### src/rtl/rr_stream_mux.sv
// rr_stream_mux: N-channel, W-bit registered stream multiplexer.
// An internal round-robin or fixed-priority arbiter picks the source channel.
// A single output register supports accept-while-drain, so the sustained
// rate is one beat per cycle. in_ready is combinational from out_ready.
module rr_stream_mux #(
    parameter int WIDTH = 8,
    parameter int NCH   = 4,
    parameter int SELW  = 2
) (
    input  logic                 clk,
    input  logic                 reset,
    input  logic                 fixed_pri,
    input  logic [NCH-1:0]       in_valid,
    input  logic [NCH*WIDTH-1:0] in_data,
    output logic [NCH-1:0]       in_ready,
    output logic                 out_valid,
    output logic [WIDTH-1:0]     out_data,
    output logic [SELW-1:0]      out_ch,
    input  logic                 out_ready
);
    // The scan index needs one extra bit so rr_ptr + offset cannot overflow
    // before the modulo-NCH fold.
    localparam logic [SELW:0]   NCH_W   = (SELW+1)'(NCH);
    localparam logic [SELW-1:0] LAST_CH = SELW'(NCH-1);

    logic             out_valid_q, out_valid_d;
    logic [WIDTH-1:0] out_data_q,  out_data_d;
    logic [SELW-1:0]  out_ch_q,    out_ch_d;
    logic [SELW-1:0]  rr_ptr_q,    rr_ptr_d;

    logic             load_en;
    logic             take;
    logic             gnt_found;
    logic [SELW-1:0]  gnt_idx;
    logic [SELW:0]    scan_idx;
    logic [WIDTH-1:0] ch_data [NCH];

    for (genvar i = 0; i < NCH; i++) begin : g_unpack
        assign ch_data[i] = in_data[i*WIDTH +: WIDTH];
    end

    // Arbiter: loops run from the far end down, so the last hit written is
    // the first channel in scan order (lowest index, or nearest to rr_ptr).
    always_comb begin
        gnt_found = 1'b0;
        gnt_idx   = '0;
        scan_idx  = '0;
        if (fixed_pri) begin
            for (int i = NCH-1; i >= 0; i--) begin
                if (in_valid[i]) begin
                    gnt_found = 1'b1;
                    gnt_idx   = SELW'(i);
                end
            end
        end else begin
            for (int k = NCH-1; k >= 0; k--) begin
                scan_idx = {1'b0, rr_ptr_q} + (SELW+1)'(k);
                if (scan_idx >= NCH_W) begin
                    scan_idx = scan_idx - NCH_W;
                end
                if (in_valid[scan_idx[SELW-1:0]]) begin
                    gnt_found = 1'b1;
                    gnt_idx   = scan_idx[SELW-1:0];
                end
            end
        end
    end

    // Handshake and next-state: load when empty or draining, hold under backpressure.
    always_comb begin
        load_en  = !out_valid_q || out_ready;
        take     = gnt_found && load_en && !reset;
        in_ready = '0;
        if (take) begin
            in_ready[gnt_idx] = 1'b1;
        end
        out_valid_d = take || (out_valid_q && !out_ready);
        out_data_d  = take ? ch_data[gnt_idx] : out_data_q;
        out_ch_d    = take ? gnt_idx : out_ch_q;
        if (take) begin
            rr_ptr_d = (gnt_idx == LAST_CH) ? '0 : gnt_idx + SELW'(1);
        end else begin
            rr_ptr_d = rr_ptr_q;
        end
    end

    // Output register and round-robin pointer; reset drops any held beat.
    always_ff @(posedge clk) begin
        if (reset) begin
            out_valid_q <= 1'b0;
            out_data_q  <= '0;
            out_ch_q    <= '0;
            rr_ptr_q    <= '0;
        end else begin
            out_valid_q <= out_valid_d;
            out_data_q  <= out_data_d;
            out_ch_q    <= out_ch_d;
            rr_ptr_q    <= rr_ptr_d;
        end
    end

    assign out_valid = out_valid_q;
    assign out_data  = out_data_q;
    assign out_ch    = out_ch_q;

endmodule

### config.mk
export PLATFORM = sky130hd
export DESIGN_NAME = rr_stream_mux
export DESIGN_NICKNAME = d
export VERILOG_FILES = /design/src/rtl/rr_stream_mux.sv
export SDC_FILE = /design/constraint.sdc
export NUM_CORES = 1
export LEC_CHECK = 0
export CAP_MARGIN = 30
export CORE_MARGIN = 2
export CORE_UTILIZATION = 55
export DETAILED_ROUTE_END_ITERATION = 6
export DONT_BUFFER_PORTS = 1
export HOLD_SLACK_MARGIN = 0.1
export PLACE_DENSITY = 0.81
export SYNTH_ARGS = -nofsm -noshare
export SYNTH_HDL_FRONTEND = slang
export SYNTH_SLANG_ARGS = --single-unit
export TNS_END_PERCENT = 20
### constraint.sdc
create_clock -name clk -period 4.6 [get_ports clk]
set_input_delay 0.23 -clock clk [delete_from_list [all_inputs] [get_ports clk]]
set_output_delay 0.23 -clock clk [all_outputs]
set_load 0.02 [all_outputs]
==> run metrics <==
share of cells above drive strength 1 21.11%; largest net degree at the start of global routing 17; total global routing overflow 0; DPL Wire Length 1497 um; DRC viols 0; Max Used Layer met4; Crit path largest cell delay 0.58 ns; Starting Density 58.22%; cell row count 14; CTS buffer count 3; area leader, netlist dfxtp_1; synth cell count leaders mux2i_1 (16), dfxtp_1 (13), a21oi_1 (10); Finished Cell Area 910.9 um2; core footprint 1506 um2; final setup fails 0; Max Cap Violations 0; slowest stage cell, crit path nor3_1; Worst Hold Launch out_ready; critical path required time 4.37 ns; Setup CP Type flop to output port; Final ANT Viol Nets 0; worst r2r src out_valid; fin worst setup slack 2.410 ns; synthesized area 877.1 um2; die area 1930 um2; Post-Syn Area per Cell 10.08 um2; clock slew at reported path FFs 0.08 ns; ys async rst share 0%; leak pwr 0.4337 nW; io pins 55; Port-buffer cells 0; M1 WL 700 um; htree depth 1; CP arrival 1.96 ns; vias in the first global route 700; origin of the worst setup path rr_ptr_q[1]; fillcell total 138; flops & latches, synth 13; switching power 0.0001207 W; RSZ-0062 raised after global routing false; Met2 Routed Length 1028 um; Max-Slew Margin vs Limit 53.16%; Area Overhead vs Synth 3.852%; Sink Count 13; Clock Tree Buf Depth 2; RePlAce Congestion 0.6881; endpoint class of the critical path output port; Tightest Pin Transition 0.6973 ns; final number of max-transition violations 0; die height 43.94 um; DP Area 874.6 um2; Syn Nets 128; count of different cell masters after synthesis 30; Crit path buffers/inverters 1; Synth top area share 29.67%; antenna cell count 0; chip width 43.94 um; reg-to-reg slack, setup 2.88 ns; Ys Warns 0; Sum Neg Setup Slack 0 ns; Worst setup SP type flop; met3 WL 160 um; Hold Vio Cnt, Final 0; worst-case vdd ir drop 237.1 uV; Clk Latency, worst-skew pair 0.27 ns; Int Pwr 0.0002045 W; TritonCTS clock tree done; Clock Skews 0.007213 ns; delay-heaviest family, CP simple AND/OR/NAND/NOR gates; dpl ws 2.718 ns; Total GRT Usage 20.53%; nets@finish 132; Primary FF master, synth dfxtp_1; Seq/Total Area, Yosys 29.67%; WL/cell 17.95 um; DR vias/cell 6.811; initial antenna violation count 0; top post-synthesis cells by area dfxtp_1 (30%), mux2i_1 (18%), a221oi_2 (14%), a21oi_1 (5.7%), nor2b_1 (3.6%); period utilization 47.61%; final core occ 60.47%; Gate power share 29.1%; Fmax achieved 456.6 MHz; final WL 1903 um; DRT Pass-1 Iters 4; clock power share 21.6%; first-pass GRT wire length 2967 um; crit path cell chain nor2b_1 > a311o_1 > nand3_2 > inv_4 > nor3_1; Sw Share 37.12%; DR vias 722; First DRT Iteration DRCs 3; sequential share of power 49.3%; Power Dens Cells 357.1 nW/um2; worst hold path type primary input to flop; status complete, no violations; Post-synth EDFFs 0; total power 0.0003253 W; Clk Tree Root Cell clkbuf_4; Mapped Cells 87; top-count cell post-synth mux2i_1; crit-path max FO 6; Post-CTS Setup Bufs 0; Min Clock Period, post-route 2.190 ns
path summary, 6_finish.rpt:
check                      to  cells past startpoint
setup / recovery  in_ready[2]                      5
hold / removal      out_valid                      3
setup reg to reg  out_data[6]                      5
hold reg to reg   rr_ptr_q[1]                      2
power by group through the flow:
stage                Clock, W  Combinational (W)  Sequential [W]
CTS                 0.0000719          0.0000961        0.000160
detailed placement          0          0.0000952        0.000163
floorplan                   0          0.0000872        0.000159
finish              0.0000702          0.0000947        0.000160
global placement            0          0.0000880        0.000162
global route        0.0000782           0.000105        0.000162
routing by layer:
metal | global-route usage [%] | vias to the layer above
met5 | 0 | -
met4 | 9.091 | 0
met3 | 4.583 | 2
met2 | 36.76 | 35
met1 | 22.84 | 346
li1 | - | 339
metrics by stage:
stage	hold slack (ns)	std cells
final	0.1924	106
after global routing	0.1927	106
after CTS	0.1770	106
after detailed placement	0.3077	101
after global placement	0.3031	99
after floorplan	0.3024	87
sequential cells by signal, summed over array words and instances (netlist names):
signal	cells
out_data	8
out_ch	2
rr_ptr_q	2
out_valid	1
cell type report:
class,instances,area [um2],area share [%]
clock buffers,4,26.28,2.885
inverters,3,13.76,1.511
multi-input cells,67,560.5,61.54
flip-flops and latches,13,260.3,28.57
well taps,16,20.02,2.198
repair buffers,3,30.03,3.297
timing repair:
item	in CTS	in global routing
hold buffers	1	0
hold endpoints to repair	1	0
resized for setup	0	0
kinds of logic (layout without fill, tap and decap cells):
kind of cell	after synthesis	in the layout	synth area share (%)
flip-flops	13	13	29.67
multiplexers	16	16	18.26
adder cells (fa/ha/maj)	1	1	1.426
buffers and inverters	7	10	6.419
AO/OA/AOI/OAI	26	26	26.11
AND/OR/NAND/NOR	24	24	18.12
worst min-delay path, delay by kind of cell:
kind,cells,cell delay (ns)
and+or+nand+nor,3,0.20
cell usage in the layout (no fill, tap or decap), drive strengths merged:
cell / count
mux2i: 16
dfxtp: 13
nor2b: 5
nor3: 4
nand2: 2
ha: 1
a21o: 3
and2: 1
nand3: 3
nor2: 5
or3: 1
a221oi: 8
nand2b: 1
o211ai: 1
inv: 2
dlygate4sd3: 1
nor4: 1
buf: 2
o21ai: 3
clkbuf: 4
a311o: 1
a21oi: 10
and4bb: 1
clkinv: 1
No activity file was read; power rests on OpenSTA's default activity.
